### src/rtl/uart_tx_fifo.sv
// Byte FIFO with a drain FSM that feeds UartTx one start pulse at a time,
// honouring tx_busy and yielding the UART while tx_inhibit is high.
module uart_tx_fifo #(
   parameter int unsigned DEPTH_LOG2 = 4,
   parameter int unsigned BUSY_WAIT  = 4
) (
   input  logic                  clock,
   input  logic                  reset,
   input  logic                  wr_en,
   input  logic [7:0]            wr_data,
   output logic                  full,
   output logic                  empty,
   output logic [DEPTH_LOG2:0]   count,
   output logic                  overflow,
   input  logic                  tx_inhibit,
   input  logic                  tx_busy,
   output logic                  tx_start,
   output logic [7:0]            sdata
);

   localparam int unsigned DEPTH  = 1 << DEPTH_LOG2;
   localparam int unsigned CNT_W  = DEPTH_LOG2 + 1;
   localparam int unsigned WAIT_W = $clog2(BUSY_WAIT + 1);

   typedef enum logic [1:0] {
      ST_IDLE,
      ST_START,
      ST_WAIT_BUSY,
      ST_WAIT_DONE
   } state_t;

   state_t                state_q;
   state_t                state_nxt;
   logic [7:0]            mem [DEPTH];
   logic [DEPTH_LOG2-1:0] wr_ptr_q;
   logic [DEPTH_LOG2-1:0] rd_ptr_q;
   logic [WAIT_W-1:0]     wait_cnt_q;
   logic [WAIT_W-1:0]     wait_cnt_nxt;
   logic [CNT_W-1:0]      count_nxt;
   logic                  can_pop_c;
   logic                  wait_last_c;
   logic                  pop_c;
   logic                  push_c;
   logic                  drop_c;

   // A new byte may leave only when queued data exists and the UART is free and ours
   assign can_pop_c   = !empty && !tx_inhibit && !tx_busy;
   assign wait_last_c = (wait_cnt_q == WAIT_W'(BUSY_WAIT - 1));

   // A push on a full FIFO is still accepted when a pop frees a slot on the same edge
   assign push_c = wr_en && (!full || pop_c);
   assign drop_c = wr_en && full && !pop_c;

   // Drain FSM state register
   always_ff @(posedge clock or posedge reset) begin
      if (reset) state_q <= ST_IDLE;
      else       state_q <= state_nxt;
   end

   // Drain FSM next-state logic; tx_inhibit only matters before a byte is launched
   always_comb begin
      state_nxt = state_q;
      case (state_q)
         ST_IDLE:      if (can_pop_c) state_nxt = ST_START;
         ST_START:     state_nxt = ST_WAIT_BUSY;
         ST_WAIT_BUSY: begin
            if (tx_busy)          state_nxt = ST_WAIT_DONE;
            else if (wait_last_c) state_nxt = ST_IDLE;
         end
         ST_WAIT_DONE: if (!tx_busy) state_nxt = ST_IDLE;
         default:      state_nxt = ST_IDLE;
      endcase
   end

   // Drain FSM outputs: pop strobe and busy-wait timeout counter
   always_comb begin
      pop_c        = 1'b0;
      wait_cnt_nxt = wait_cnt_q;
      case (state_q)
         ST_IDLE:      pop_c = can_pop_c;
         ST_START:     wait_cnt_nxt = '0;
         ST_WAIT_BUSY: if (!tx_busy) wait_cnt_nxt = wait_cnt_q + WAIT_W'(1);
         default:      ;
      endcase
   end

   // Occupancy moves only when exactly one of push/pop happens
   always_comb begin
      count_nxt = count;
      case ({push_c, pop_c})
         2'b10:   count_nxt = count + CNT_W'(1);
         2'b01:   count_nxt = count - CNT_W'(1);
         default: ;
      endcase
   end

   // FIFO storage; contents need no reset
   always_ff @(posedge clock) begin
      if (push_c) mem[wr_ptr_q] <= wr_data;
   end

   // Pointers, flags, registered start pulse and output byte
   always_ff @(posedge clock or posedge reset) begin
      if (reset) begin
         wr_ptr_q   <= '0;
         rd_ptr_q   <= '0;
         count      <= '0;
         full       <= 1'b0;
         empty      <= 1'b1;
         overflow   <= 1'b0;
         tx_start   <= 1'b0;
         sdata      <= 8'h00;
         wait_cnt_q <= '0;
      end else begin
         if (push_c) wr_ptr_q <= wr_ptr_q + DEPTH_LOG2'(1);
         if (pop_c) begin
            rd_ptr_q <= rd_ptr_q + DEPTH_LOG2'(1);
            sdata    <= mem[rd_ptr_q];
         end
         if (drop_c) overflow <= 1'b1;
         count      <= count_nxt;
         full       <= (count_nxt == CNT_W'(DEPTH));
         empty      <= (count_nxt == '0);
         tx_start   <= pop_c;
         wait_cnt_q <= wait_cnt_nxt;
      end
   end

endmodule
### config.mk
export PLATFORM = sky130hd
export DESIGN_NAME = uart_tx_fifo
export DESIGN_NICKNAME = d
export VERILOG_FILES = /design/src/rtl/uart_tx_fifo.sv
export SDC_FILE = /design/constraint.sdc
export NUM_CORES = 1
export LEC_CHECK = 0
export CAP_MARGIN = 20
export CORE_ASPECT_RATIO = 0.6
export CORE_MARGIN = 4
export CORE_UTILIZATION = 64
export DETAILED_ROUTE_END_ITERATION = 10
export PLACE_DENSITY = 0.84
export SETUP_SLACK_MARGIN = 0.4
export SLEW_MARGIN = 5
export SYNTH_ARGS = -nofsm -noshare
export SYNTH_HDL_FRONTEND = slang
export SYNTH_SLANG_ARGS = --single-unit
### constraint.sdc
create_clock -name clock -period 8.8 [get_ports clock]
set_input_delay 2.2 -clock clock [delete_from_list [all_inputs] [get_ports clock]]
set_output_delay 2.2 -clock clock [all_outputs]
set_load 0.01 [all_outputs]
==> run metrics, run 1 <==
outcome=complete, no violations; cell with the most instances after synthesis=edfxtp_1; number of storage elements in the synthesis netlist=roughly 160; first-pass GRT wire length=20500 um; Setup Buffers After CTS=0; period utilization=slightly below 60%; Max clock buf depth=2; Final setup violation count=0; family with the most delay on the worst path=simple AND/OR/NAND/NOR gates; post-synthesis instance area=about 6400 sq um; number of warnings issued by yosys=0; highest cell delay on the worst timing path=0.55 ns; wire length after detailed routing=12900 um; Hold Path Origin=overflow; critical path data required time=~9 ns; via count of the routed design=3402; vertical die dimension=around 86 um; setup tns final=0 ns; number of antenna diodes=0; number of flops mapped to enable cells by yosys=128; most repeated library cell on the critical path=ha_1; final slew viol count=0; hold crit path type=reg2reg; sink of the worst hold path=overflow; largest net degree at the start of global routing=36; GP Congestion=0.758; clock tree from TritonCTS=built; standard cell area after detailed placement=~7000 sq um; Area Overhead vs Synth=15.7%; top cell type's share of synthesized area=59.9%; critical-path maximum fanout=14; DR DRC count=0; Arrival @ worst endpoint=roughly 5.6 ns; share of flip-flops with an asynchronous set or reset=19.0%; overall global routing resource usage=around a quarter; VDD IR-drop max=between 150 and 200 uV; post-layout min period=5.24 ns; number of DRC markers in iteration 0=about 400; cell chain of the critical path=clkdlybuf4s50_1 > or2_1 > or4_4 > a21boi_4 > inv_4 > ha_1 > xor2_1 > ha_1 > o21ai_0 > a221oi_1 > o211ai_1 > xnor2_1 > nor3b_1; library cell contributing the largest single delay on the critical path=or4_4; total number of H-tree levels=4; number of nets in the layout=414; transition time at the pin with the least slew margin=between 1 and 1.5 ns; top cells by area in the synthesized netlist=edfxtp_1 60%, dfrtp_1 11%, mux4_2 11%; number of buffer and inverter instances along the worst setup path=2; worst hold path stage count=1; nature of the critical path startpoint=input pin; vias in the first global route=between 3k and 4k; post-DR vias/cell=6.37; overall die width=between 100 and 150 um; Avg WL per Cell=about 24 um; post-detailed-route count of antenna-violating nets=0; final hold violation count=0; highest achievable clock rate=~0.19 GHz; RSZ-0062 raised after global routing=false; final setup skew=~0.0043 ns; Core Area=between 9000 and 10000 sq um; dominant register cell in the synthesized netlist=edfxtp_1; Cells after DPL=502; number of nets in the synthesized netlist=between 300 and 400; flop-to-flop setup slack=5.37 ns; number of antenna violations at the first check in global routing=0; CTS resizes=0; placement row count=27; total clock buffers created by CTS=17; Filler Cells Inserted=~500; ranking of synthesized cells by instance count=128 x edfxtp_1, 32 x mux4_2, 29 x dfrtp_1; number of port buffers=29; clock latency on the worst-skew pair=~0.41 ns; clock transition time at the flip-flop clock pins of the worst setup and hold paths=around 0.06 ns; initial standard-cell utilization of the core=between 60% and 70%; CTS sink cnt=158; final design area excluding fillers=around 7400 sq um; hold buffer count at CTS=0; cell count after synthesis=356; die area=11700 sq um; number of detailed-routing iterations run before antenna repair=7; proportion of synthesized chip area in sequential cells=a little under three quarters; Hold Worst Slack=around 0.47 ns; maximum capacitance violations=0; class of the most critical setup path=in2reg; share of post-route cells with drive strength above 1=roughly a fifth; average cell area after synthesis=between 15 and 20 sq um; Top Ports=30; post-synth cell types=47; worst reg2reg path endpoint=full; estimated wirelength of the detail-placed design=roughly 8000 um; Crit. End Element=flop; root buffer cell=clkbuf_16; number of gates on the worst path with buffers counted=13; Slew HR=29.3%; non-filler cells, final=around 530; Pleak=around 2.6 nW; Worst Reg2Reg Path Length in Cells=12; total congestion overflow after global routing=0; total power per unit cell area=323 nW/um^2; library cell with the largest summed area after synthesis=edfxtp_1; launching point of the worst reg2reg path=state_q[0]
-- layout make-up --
cell class / count / area [sq um] / area share [%]
clock buffers: 25 / 528 / 7.11
repair buffers: 35 / 355 / 4.79
inverters: 13 / 51.3 / 0.691
clock inverters: 7 / 45.0 / 0.607
flip-flops and latches: 158 / 4600 / 62.0
multi-input cells: 166 / 1680 / 22.7
well taps: 130 / 163 / 2.19
-- power by group --
| part | internal [mW] | total (mW) | switching [mW] |
|---|---|---|---|
| registers | 0.931 | 1.06 | 0.133 |
| clock network | 0.417 | 0.699 | 0.281 |
| logic | 0.331 | 0.634 | 0.304 |
| total | 1.68 | 2.40 | 0.717 |
-- registers in the layout, indices dropped and copies added (netlist names) --
| signal | flops |
|---|---|
| mem | 128 |
| sdata | 8 |
| count | 5 |
| rd_ptr_q | 4 |
| wr_ptr_q | 4 |
| wait_cnt_q | 3 |
| state_q | 2 |
| empty | 1 |
| full | 1 |
| overflow | 1 |
| tx_start | 1 |
-- per-layer routing --
metal	part of all wire [%]	track usage, %	wire length [um]	up-vias
li1	-	-	-	1470
met1	45	36.9	5770	1752
met2	46	35.6	5930	158
met3	7.7	6.10	994	22
met4	1.6	8.24	207	0
met5	0	0	0	-
-- how the worst max path moves through the flow --
stage / start / to / slack, ns
after floorplan: tx_busy / full / 3.86
after global placement: tx_busy / full / 3.32
after detailed placement: tx_busy / full / 3.13
after CTS: tx_busy / full / 3.57
after global routing: tx_busy / full / 3.28
final: tx_busy / full / 3.56
-- worst reg2reg max path: stages, from the launching register on --
cell and delay (ns):
dfrtp_1 0.43, or2_1 0.24, or4_4 0.55, a21boi_4 0.32, inv_4 0.09, ha_1 0.32
xor2_1 0.23, ha_1 0.23, o21ai_0 0.10, a221oi_1 0.27, o211ai_1 0.15, xnor2_1 0.22
nor3b_1 0.21
-- cells by family after synthesis --
| family | count (synthesis) | share of synthesized area (%) |
|---|---|---|
| and+or+nand+nor | 58 | 4.76 |
| muxes | 49 | 13.9 |
| DFF | 158 | 71.6 |
| xor gates and xnor gates | 11 | 1.50 |
| AOI/OAI and AO/OA | 38 | 4.10 |
| adders and majority gates | 10 | 1.95 |
| buffers and inverters | 32 | 2.15 |
-- metrics by stage --
step | setup WS [ns] | utilization [%] | total power [mW]
after floorplan | 3.86 | - | 1.48
after global placement | 3.32 | 72.1 | 1.67
after detailed placement | 3.13 | 72.4 | 1.70
after CTS | 3.57 | 78.5 | 2.41
after global routing | 3.28 | 78.5 | 2.51
final | 3.56 | 78.5 | 2.40
-- cells in the final DEF, fill, tap and decap left out, types with 3 or more instances in the layout --
master and n:
xnor2_1 9, mux2i_1 16, ha_1 10, inv_4 5, edfxtp_1 128, nor2b_1 3
clkdlybuf4s50_1 29, dfrtp_1 27, a21o_1 8, o22ai_1 8, inv_1 11, nor4_1 4
nand2_1 13, a21oi_1 5, mux4_2 32, buf_4 5, clkbuf_8 3, nor2_1 16
clkbuf_16 19, o21ai_0 7, and3_1 4, clkbuf_1 3
Note: power is estimated with default switching activity, not from simulation.
==> run 2, diff against run 1 <==
--- a/config.mk
+++ b/config.mk
@@ -8,9 +8,9 @@
 export CAP_MARGIN = 20
 export CORE_ASPECT_RATIO = 0.6
 export CORE_MARGIN = 4
-export CORE_UTILIZATION = 64
+export CORE_UTILIZATION = 60
 export DETAILED_ROUTE_END_ITERATION = 10
-export PLACE_DENSITY = 0.84
+export PLACE_DENSITY = 0.79
 export SETUP_SLACK_MARGIN = 0.4
 export SLEW_MARGIN = 5
 export SYNTH_ARGS = -nofsm -noshare
==> constraint.sdc (replaced) <==
create_clock -name clock -period 4.9 [get_ports clock]
set_input_delay 1.225 -clock clock [delete_from_list [all_inputs] [get_ports clock]]
set_output_delay 1.225 -clock clock [all_outputs]
set_load 0.01 [all_outputs]
==> run metrics, run 2 (same netlist as run 1, synthesis figures left out) <==
outcome=complete, no violations; overall die width=~140 um; Cells after DPL=approximately 520; final slew viol count=0; maximum capacitance violations=0; Worst Reg2Reg Path Length in Cells=12; Top Ports=30; worst hold path stage count=1; die area=12500 sq um; nature of the critical path startpoint=input pin; GP Congestion=around 0.80; launching point of the worst reg2reg path=state_q[0]; total power per unit cell area=about 580 nW/um^2; class of the most critical setup path=in2reg; Crit. End Element=flop; most common cell after layout, fill and taps aside=edfxtp_1; VDD IR-drop max=~400 uV; post-layout min period=4.26 ns; number of antenna diodes=0; clock transition time at the flip-flop clock pins of the worst setup and hold paths=around 0.06 ns; period utilization=between 80% and 90%; non-filler cells, final=552; highest achievable clock rate=between 0.2 and 0.25 GHz; setup tns final=0 ns; number of nets in the layout=around 430; vertical die dimension=88.1 um; register ranked first by flip-flop count=mem; number of flip-flops under the largest register name=128; Core Area=between 10000 and 15000 sq um; Filler Cells Inserted=571; Arrival @ worst endpoint=~4.6 ns; Slew HR=32.8%; sink of the worst hold path=sdata[6]; estimated wirelength of the detail-placed design=between 8000 and 9000 um; Avg WL per Cell=about 23 um; flop-to-flop setup slack=~1.5 ns; first-pass GRT wire length=19600 um; final setup skew=between 0.008 and 0.009 ns; post-DR vias/cell=between 6 and 7; number of detailed-routing iterations run before antenna repair=5; share of post-route cells with drive strength above 1=21.6%; total power after layout=between 4 and 5 mW; Area Overhead vs Synth=17.7%; vias in the first global route=approximately 3.3k; final design area excluding fillers=7550 sq um; via count of the routed design=3357; DR DRC count=0; wire length after detailed routing=roughly 13000 um; root buffer cell=clkbuf_16; CTS sink cnt=between 150 and 200; highest-count cells in the layout ignoring fill and taps=128 x edfxtp_1, 32 x mux4_2, 29 x clkdlybuf4s50_1; placement row count=28; Pleak=around 2.7 nW; critical path data required time=5.22 ns; total clock buffers created by CTS=17; number of antenna violations at the first check in global routing=0; critical-path maximum fanout=14; Max clock buf depth=2; Hold Path Origin=sdata[6]; standard cell area after detailed placement=~6900 sq um; hold buffer count at CTS=0; total number of H-tree levels=4; CTS resizes=0; number of port buffers=29; overall global routing resource usage=roughly 22%; Final setup violation count=0; number of DRC markers in iteration 0=approximately 260; clock latency on the worst-skew pair=between 0.4 and 0.5 ns; largest net degree at the start of global routing=36; worst reg2reg path endpoint=full; total congestion overflow after global routing=0; clock tree from TritonCTS=built; registers with the most flip-flops=mem (128), sdata (8), count (5); final hold violation count=0; RSZ-0062 raised after global routing=false; hold crit path type=reg2reg; Hold Worst Slack=approximately 0.48 ns; initial standard-cell utilization of the core=between 60% and 70%; transition time at the pin with the least slew margin=~1.0 ns; post-detailed-route count of antenna-violating nets=0
==> run 2: timing repair <==
item / CTS / global route
buffers inserted: 0 / 2
setup endpoints to repair: 0 / 1
hold endpoints to repair: 0 / 0
==> run 2: worst max path at each step <==
stage | from | end | slack (ns)
CTS | tx_busy | full | 0.66
finish | tx_busy | full | 0.64
floorplan | tx_busy | full | 0.94
global route | tx_busy | full | 0.39
global placement | tx_busy | full | 0.40
detailed placement | tx_busy | full | 0.26
==> run 2: stage by stage <==
step           util (%)  setup WS (ns)
4_1_cts            74.4          0.664
5_1_grt            74.6          0.387
3_3_place_gp       68.3          0.400
2_1_floorplan         -          0.938
3_5_place_dp       68.5          0.256
6_report           74.6          0.643
==> run 2: routing by layer <==
layer,GRT usage (%),up-vias,wire (um)
li1,-,1487,-
met1,34.8,1719,6070
met2,31.1,140,5570
met3,5.35,11,808
met4,6.88,0,115
met5,0,-,0
==> run 2: worst max-delay path, stage by stage <==
cell and delay, ns:
clkdlybuf4s50_1 0.45, or2_1 0.27, or4_4 0.55, a21boi_4 0.30, inv_4 0.10, ha_1 0.31
xor2_1 0.20, ha_1 0.24, a21oi_1 0.16, xnor2_1 0.16, nor4bb_1 0.32, a21oi_1 0.10
nor3b_1 0.21
==> run 2: power by group <==
part | leakage [nW] | internal [mW] | switching (mW)
clock | 0.285 | 0.804 | 0.520
sequential | 1.52 | 1.67 | 0.283
combinational | 0.869 | 0.610 | 0.472
total | 2.68 | 3.08 | 1.28
==> run 2: final cells by class <==
cell class / instances / area, sq um / area share [%]
clock buffers: 19 / 433 / 5.73
clock inverters: 13 / 166 / 2.20
inverters: 13 / 51.3 / 0.679
multi-input cells: 166 / 1680 / 22.3
flip-flops and latches: 158 / 4600 / 60.9
well taps: 135 / 169 / 2.24
repair buffers: 48 / 453 / 6.00
==> run 3, diff against run 2 <==
--- a/config.mk
+++ b/config.mk
@@ -5,6 +5,7 @@
 export SDC_FILE = /design/constraint.sdc
 export NUM_CORES = 1
 export LEC_CHECK = 0
+export ABC_CLOCK_PERIOD_IN_PS = 4900
 export CAP_MARGIN = 20
 export CORE_ASPECT_RATIO = 0.6
 export CORE_MARGIN = 4
==> results of run 3 <==
The final DEF is identical to that of run 2; final timing and power are the same.
